--- src/rtl/hazard_controller_pkg.sv ---
// Shared defines for the hazard controller and the forwarding block: opcodes, forward codes,
// pipeline tracker entry type and decode helpers.
package hazard_controller_pkg;

  localparam int unsigned OpWidth  = 7;
  localparam int unsigned RegWidth = 5;
  localparam int unsigned FwdWidth = 3;

  localparam logic [OpWidth-1:0] OpcLoad   = 7'b0000011;
  localparam logic [OpWidth-1:0] OpcStore  = 7'b0100011;
  localparam logic [OpWidth-1:0] OpcBranch = 7'b1100011;
  localparam logic [OpWidth-1:0] OpcJal    = 7'b1101111;
  localparam logic [OpWidth-1:0] OpcJalr   = 7'b1100111;
  localparam logic [OpWidth-1:0] OpcLui    = 7'b0110111;
  localparam logic [OpWidth-1:0] OpcAuipc  = 7'b0010111;
  localparam logic [OpWidth-1:0] OpcOp     = 7'b0110011;
  localparam logic [OpWidth-1:0] OpcOpImm  = 7'b0010011;

  localparam logic [FwdWidth-1:0] FwdNone   = 3'd0;
  localparam logic [FwdWidth-1:0] FwdExRs1  = 3'd1;
  localparam logic [FwdWidth-1:0] FwdExRs2  = 3'd2;
  localparam logic [FwdWidth-1:0] FwdMemRs1 = 3'd3;
  localparam logic [FwdWidth-1:0] FwdMemRs2 = 3'd4;

  typedef struct packed {
    logic                valid;
    logic [RegWidth-1:0] rd;
    logic                wr;
    logic [OpWidth-1:0]  op;
  } tracker_entry_t;

  typedef enum logic [1:0] {StRun, StLoadStall, StFlush} hc_state_e;

  function automatic logic uses_rs1(input logic [OpWidth-1:0] op);
    return !((op == OpcLui) || (op == OpcAuipc) || (op == OpcJal));
  endfunction

  function automatic logic uses_rs2(input logic [OpWidth-1:0] op);
    return (op == OpcOp) || (op == OpcStore) || (op == OpcBranch);
  endfunction

  // Invalid decode slots become a clean bubble so stale fields never match.
  function automatic tracker_entry_t decode_entry(input logic                valid,
                                                  input logic [OpWidth-1:0]  op,
                                                  input logic [RegWidth-1:0] rd);
    tracker_entry_t e;
    e = '0;
    if (valid) begin
      e.valid = 1'b1;
      e.rd    = rd;
      e.op    = op;
      e.wr    = (rd != '0) && (op != OpcStore) && (op != OpcBranch);
    end
    return e;
  endfunction

endpackage

--- src/rtl/hazard_controller_if.sv ---
// Decode-side bundle between the pipeline (master) and the hazard controller (slave).
interface hazard_controller_if;
  import hazard_controller_pkg::*;

  logic                id_valid;
  logic [OpWidth-1:0]  id_op;
  logic [RegWidth-1:0] id_rs1;
  logic [RegWidth-1:0] id_rs2;
  logic [RegWidth-1:0] id_rd;
  logic                branch_taken;
  logic                stall;
  logic                flush;
  logic                is_hazard1;
  logic                is_hazard2;
  logic [FwdWidth-1:0] hazard_reg1;
  logic [FwdWidth-1:0] hazard_reg2;
  logic [OpWidth-1:0]  mem_op;

  modport master (
    output id_valid, id_op, id_rs1, id_rs2, id_rd, branch_taken,
    input  stall, flush, is_hazard1, is_hazard2, hazard_reg1, hazard_reg2, mem_op
  );

  modport slave (
    input  id_valid, id_op, id_rs1, id_rs2, id_rd, branch_taken,
    output stall, flush, is_hazard1, is_hazard2, hazard_reg1, hazard_reg2, mem_op
  );

endinterface

--- src/rtl/hazard_tracker_stage.sv ---
// One pipeline-stage tracker entry; a bubble request loads an empty entry.
module hazard_tracker_stage
  import hazard_controller_pkg::*;
(
  input  logic           clk,
  input  logic           reset,
  input  logic           bubble,
  input  tracker_entry_t entry_in,
  output tracker_entry_t entry
);

  tracker_entry_t entry_q;

  always_ff @(posedge clk) begin
    if (reset || bubble) begin
      entry_q <= '0;
    end else begin
      entry_q <= entry_in;
    end
  end

  assign entry = entry_q;

endmodule

--- src/rtl/hazard_controller.sv ---
// Data-hazard detection for a 5-stage pipeline: EX/MEM producer compare, load-use stall and
// branch flush control.
module hazard_controller
  import hazard_controller_pkg::*;
(
  input logic                clk,
  input logic                reset,
  hazard_controller_if.slave bus
);

  tracker_entry_t id_entry;
  tracker_entry_t ex_entry;
  tracker_entry_t mem_entry;

  hc_state_e state_q;
  hc_state_e state_d;

  logic rs1_used;
  logic rs2_used;
  logic ex_rs1_hit;
  logic ex_rs2_hit;
  logic mem_rs1_hit;
  logic mem_rs2_hit;
  logic load_use;
  logic stall_now;
  logic flush_now;

  always_comb begin
    id_entry = decode_entry(bus.id_valid, bus.id_op, bus.id_rd);

    // x0 is filtered here so a zero rd never matches even if wr were set.
    rs1_used = bus.id_valid && uses_rs1(bus.id_op) && (bus.id_rs1 != '0);
    rs2_used = bus.id_valid && uses_rs2(bus.id_op) && (bus.id_rs2 != '0);

    ex_rs1_hit  = ex_entry.wr && rs1_used && (ex_entry.rd == bus.id_rs1);
    ex_rs2_hit  = ex_entry.wr && rs2_used && (ex_entry.rd == bus.id_rs2);
    mem_rs1_hit = mem_entry.wr && rs1_used && (mem_entry.rd == bus.id_rs1);
    mem_rs2_hit = mem_entry.wr && rs2_used && (mem_entry.rd == bus.id_rs2);

    load_use = ex_entry.valid && (ex_entry.op == OpcLoad) && (ex_rs1_hit || ex_rs2_hit);

    // Redirect wins over a load-use stall; the flush already kills the consumer.
    state_d = StRun;
    if (bus.branch_taken) begin
      state_d = StFlush;
    end else if (load_use && (state_q != StLoadStall)) begin
      state_d = StLoadStall;
    end

    stall_now = (state_d == StLoadStall);
    flush_now = (state_d == StFlush);
  end

  always_ff @(posedge clk) begin
    if (reset) begin
      state_q <= StRun;
    end else begin
      state_q <= state_d;
    end
  end

  hazard_tracker_stage u_ex_stage (
    .clk      (clk),
    .reset    (reset),
    .bubble   (stall_now || flush_now),
    .entry_in (id_entry),
    .entry    (ex_entry)
  );

  hazard_tracker_stage u_mem_stage (
    .clk      (clk),
    .reset    (reset),
    .bubble   (1'b0),
    .entry_in (ex_entry),
    .entry    (mem_entry)
  );

  always_comb begin
    bus.stall       = 1'b0;
    bus.flush       = 1'b0;
    bus.is_hazard1  = 1'b0;
    bus.is_hazard2  = 1'b0;
    bus.hazard_reg1 = FwdNone;
    bus.hazard_reg2 = FwdNone;
    bus.mem_op      = '0;
    if (!reset) begin
      bus.stall  = stall_now;
      bus.flush  = flush_now;
      bus.mem_op = mem_entry.valid ? mem_entry.op : '0;
      if (!stall_now && !flush_now) begin
        bus.is_hazard1  = ex_rs1_hit || ex_rs2_hit;
        bus.hazard_reg1 = ex_rs1_hit ? FwdExRs1 : (ex_rs2_hit ? FwdExRs2 : FwdNone);
        bus.is_hazard2  = mem_rs1_hit || mem_rs2_hit;
        bus.hazard_reg2 = mem_rs1_hit ? FwdMemRs1 : (mem_rs2_hit ? FwdMemRs2 : FwdNone);
      end
    end
  end

endmodule

--- src/flat_wrapper.sv ---
// flat-port wrapper written by rule: the top's interface ports become plain ports
module hazard_controller_flat import hazard_controller_pkg::*;
  (clk, reset, bus_id_valid, bus_id_op, bus_id_rs1, bus_id_rs2, bus_id_rd, bus_branch_taken, bus_stall, bus_flush, bus_is_hazard1, bus_is_hazard2, bus_hazard_reg1, bus_hazard_reg2, bus_mem_op);
  hazard_controller_if bus_i ();
  input logic clk;
  input logic reset;
  input wire logic [$bits(bus_i.id_valid)-1:0] bus_id_valid;
  input wire logic [$bits(bus_i.id_op)-1:0] bus_id_op;
  input wire logic [$bits(bus_i.id_rs1)-1:0] bus_id_rs1;
  input wire logic [$bits(bus_i.id_rs2)-1:0] bus_id_rs2;
  input wire logic [$bits(bus_i.id_rd)-1:0] bus_id_rd;
  input wire logic [$bits(bus_i.branch_taken)-1:0] bus_branch_taken;
  output wire logic [$bits(bus_i.stall)-1:0] bus_stall;
  output wire logic [$bits(bus_i.flush)-1:0] bus_flush;
  output wire logic [$bits(bus_i.is_hazard1)-1:0] bus_is_hazard1;
  output wire logic [$bits(bus_i.is_hazard2)-1:0] bus_is_hazard2;
  output wire logic [$bits(bus_i.hazard_reg1)-1:0] bus_hazard_reg1;
  output wire logic [$bits(bus_i.hazard_reg2)-1:0] bus_hazard_reg2;
  output wire logic [$bits(bus_i.mem_op)-1:0] bus_mem_op;
  assign bus_i.id_valid = bus_id_valid;
  assign bus_i.id_op = bus_id_op;
  assign bus_i.id_rs1 = bus_id_rs1;
  assign bus_i.id_rs2 = bus_id_rs2;
  assign bus_i.id_rd = bus_id_rd;
  assign bus_i.branch_taken = bus_branch_taken;
  assign bus_stall = bus_i.stall;
  assign bus_flush = bus_i.flush;
  assign bus_is_hazard1 = bus_i.is_hazard1;
  assign bus_is_hazard2 = bus_i.is_hazard2;
  assign bus_hazard_reg1 = bus_i.hazard_reg1;
  assign bus_hazard_reg2 = bus_i.hazard_reg2;
  assign bus_mem_op = bus_i.mem_op;
  hazard_controller u_core (.clk(clk), .reset(reset), .bus(bus_i));
endmodule
--- config.mk ---
export PLATFORM = sky130hd
export DESIGN_NAME = hazard_controller_flat
export DESIGN_NICKNAME = d
export VERILOG_FILES = /design/src/rtl/hazard_controller_pkg.sv /design/src/rtl/hazard_controller_if.sv /design/src/rtl/hazard_tracker_stage.sv /design/src/rtl/hazard_controller.sv /design/src/flat_wrapper.sv
export SDC_FILE = /design/constraint.sdc
export NUM_CORES = 1
export LEC_CHECK = 0
export ABC_AREA = 1
export BUFFER_PORTS_ARGS = -buffer_cell sky130_fd_sc_hd__buf_2
export CELL_PAD_IN_SITES_DETAIL_PLACEMENT = 0
export CELL_PAD_IN_SITES_GLOBAL_PLACEMENT = 1
export CORE_MARGIN = 4
export CORE_UTILIZATION = 32
export CTS_CLUSTER_SIZE = 10
export DETAILED_ROUTE_END_ITERATION = 6
export PLACE_DENSITY_LB_ADDON = 0.1
export SYNTH_ARGS = -nofsm -noshare
export SYNTH_HDL_FRONTEND = slang
export SYNTH_HIERARCHICAL = 1
export SYNTH_SLANG_ARGS = --single-unit
export TNS_END_PERCENT = 5
--- constraint.sdc ---
create_clock -name clk -period 1.37 [get_ports clk]
set_input_delay 0.2055 -clock clk [delete_from_list [all_inputs] [get_ports clk]]
set_output_delay 0.2055 -clock clk [all_outputs]
set_load 0.02 [all_outputs]
==> out/metrics.yaml <==
outcome: "finished with violations"
maxCapViolations: 0
p_clk_share_pct: 38.1
dp_cells: 409
cp_cell_sequence: "buf_4 -> nand2_1 -> o21ai_1 -> a21oi_1 -> nand3_1 -> nand2_1 -> nand2_2 -> nand2_4 -> nor2_4 -> buf_6"
grt_pass1_vias: 1499
grt_usage_pct: 12.53
slew_violations: 0
synth_area_sq_um: 1714
cts_buffers: 5
cp_common_cell: "nand2_1"
ys_types: 26
dr_wl_met2_mm: 1.577
hold_buffers: 0
drtAntennaViolNets: 0
start_util_pct: 33.35
worstPathArrival_ns: 1.55
synth_warnings: 6
syn_to_final_growth_pct: 34.89
io_buffer_count: 41
critical-path-max-stage-delay_ns: 0.34
fin_crit_sh_pct: 128.2
drc: 0
slowest_stage: "dfxtp_2"
htree_levels: 2
num_antenna_cells: 0
die_x_um: 81.19
cts_sinks: 30
synth.area.top_cells: "dfxtp_1, nand2_1, inv_1, nor2_1, nor2_2"
grt_max_degree: 15
p_sw_uw: 485.5
synth_async_sr_flop_share_pct: 0
clock_latency_ns: 0.27
ys_seq_elements: 30
critPathCaptureType: "primary output"
stdcell_count: 419
wirelength_mm: 3.715
dpl.hpwl_mm: 3.140
wl_met3_um: 249
drt_iter0_markers: 56
syn_inst: 283
path_clk_slew_ns: 0.06
synth_common_cells: "nand2_1, inv_1, nor2_1, dfxtp_1, nor2_2"
wl_met1_mm: 1.826
path_class: "flip-flop to primary output"
p_total_mw: 1.893
cp-start-kind: "flip-flop"
synth-main-ff-cell: "dfxtp_1"
io_pins: 43
wire_per_inst_um: 8.866
critPathBufInv: 2
timing.fmax_mhz: 569.4
avgSynthCellArea_sq_um: 6.057
violations: "negative setup slack"
core_sq_um: 5140
drive_gt1_share_pct: 34.96
place.gp.congestion: 0.8091
finClkSkew_ns: 0.003343
comb_power_share_pct: 14.2
grt_pass1_wl_mm: 6.361
dpl_cell_area_sq_um: 2127
vias: 1658
netSwitchingFraction_pct: 25.64
p_seq_share_pct: 47.7
crit_family: "simple AND/OR/NAND/NOR gates"
nets: 374
overflow: 0
dieArea_sq_um: 6592
yosys.area.top_type: "dfxtp_1"
cts_tree: "built"
hold_viol: 0
cp_max_fo: 3
dp_worst_setup_slack_ns: -0.2221
highest_layer: "met4"
finalSetupViolations: 22
setup_ws_ns: -0.3864
row_count: 26
drtPass1Iterations: 4
vias_per_cell: 3.957
antenna_found_initial: 0
min-delay-path-class: "primary input to flip-flop"
clock_tree.buffer_depth: 2
post-route-min-period_ns: 1.756
grt_setup_unrepaired: "true"
fp.dieH_um: 81.19
synth_top_area_share_pct: 35.04
seq_area_frac_synth_pct: 35.04
cellLeakagePower_nw: 1.193
stdcell_area_sq_um: 2312
p_per_area_nw_per_um2: 818.8
crit_required_ns: 1.16
root_buffer: "clkbuf_8"
intPower_mw: 1.408
synth.most_common_cell: "nand2_1"
vdd_ir_drop_max_uv: 329.9
synth_edf_count: 0
[sequential cells by signal, indices dropped and copies added (netlist names)]
signal / cells
u_core/u_ex_stage/entry: 14
u_core/u_mem_stage/entry: 14
u_core/state_q: 2
[timing repair]
| action | in CTS | in global routing |
|---|---|---|
| endpoints found under the setup margin | 22 | 23 |
| pin swaps | 6 | 7 |
| setup buffers | 1 | 1 |
| endpoints found under the hold margin | 0 | 0 |
| resized for setup | 14 | 11 |
[layout make-up]
cell class,count,area (sq um)
timing repair buffer,63,416.7
fill,597,2828
inverter,76,285.3
clock buffer,6,82.58
multi-input combinational,172,819.5
clock inverter,2,12.51
tap,70,87.58
sequential,30,608.1
[stage by stage]
stage / hold WS (ns) / util [%] / TNS, ns
3_3_place_gp: 0.4148 / 41.38 / -4.586
3_5_place_dp: 0.4150 / 41.38 / -4.066
4_1_cts: 0.1930 / 44.23 / -5.472
6_report: 0.1962 / 44.99 / -5.255
5_1_grt: 0.2289 / 44.99 / -8.647
2_1_floorplan: 0.3414 / - / -0.04344
[power by group through the flow]
stage / Clock (mW) / Combinational (mW) / Sequential (mW)
finish: 0.722 / 0.268 / 0.904
global route: 0.802 / 0.306 / 0.905
CTS: 0.749 / 0.266 / 0.903
detailed placement: 0 / 0.261 / 0.923
global placement: 0 / 0.262 / 0.923
floorplan: 0 / 0.158 / 0.919
[metal layers]
layer  track usage (%)  vias to the layer above
li1                  -                      933
met1             16.76                      678
met2             19.29                       41
met3             2.661                        6
met4             5.574                        0
met5                 0                        -
[path summary, 6_finish.rpt]
kind,slack (ns),end,cells after the start,from
worst min register to register,0.42,u_core/u_mem_stage/entry[6]$_SDFF_PP0_,2,u_core/u_ex_stage/entry[6]$_SDFF_PP0_
worst min-delay path,0.20,u_core/state_q[1]$_SDFF_PP0_,3,bus_branch_taken
worst max register to register,-0.18,u_core/u_ex_stage/entry[6]$_SDFF_PP0_,12,u_core/u_ex_stage/entry[9]$_SDFF_PP0_
worst max-delay path,-0.39,bus_hazard_reg2[0],10,u_core/u_ex_stage/entry[9]$_SDFF_PP0_
[logic make-up (layout without fill, tap and decap cells)]
| family | after synthesis | in the layout | synth area share (%) |
|---|---|---|---|
| AO/OA/AOI/OAI | 18 | 18 | 5.767 |
| buffers and inverters | 82 | 147 | 19.34 |
| XOR/XNOR | 1 | 1 | 0.5110 |
| AND/OR/NAND/NOR | 151 | 151 | 39.12 |
| other | 1 | 2 | 0.2188 |
| flip-flops | 30 | 30 | 35.04 |
[placed cells by master, fill, tap and decap left out, types with 2 or more instances in the layout]
cell,n
nor2_1,42
clkbuf_8,6
conb_1,2
inv_2,13
nand2_2,3
inv_1,62
o21ai_1,2
dfxtp_1,24
buf_4,23
o21ai_0,5
nor2_2,23
nand2_4,2
nand3_1,7
a21oi_1,6
dfxtp_2,6
o22ai_1,2
buf_6,7
buf_2,33
nand2_1,67
nor2_4,3
nand3b_1,2
[worst reg2reg max path: stages, from the launching register on]
cell	delay [ns]
dfxtp_2	0.34
buf_4	0.13
nand2_1	0.06
o21ai_1	0.05
a21oi_1	0.11
nand3_1	0.13
nand2_1	0.10
nand2_2	0.08
buf_4	0.15
nand2_2	0.05
inv_2	0.05
nand2_8	0.12
nor2_1	0.06
Note: power is estimated with default switching activity, not from simulation.
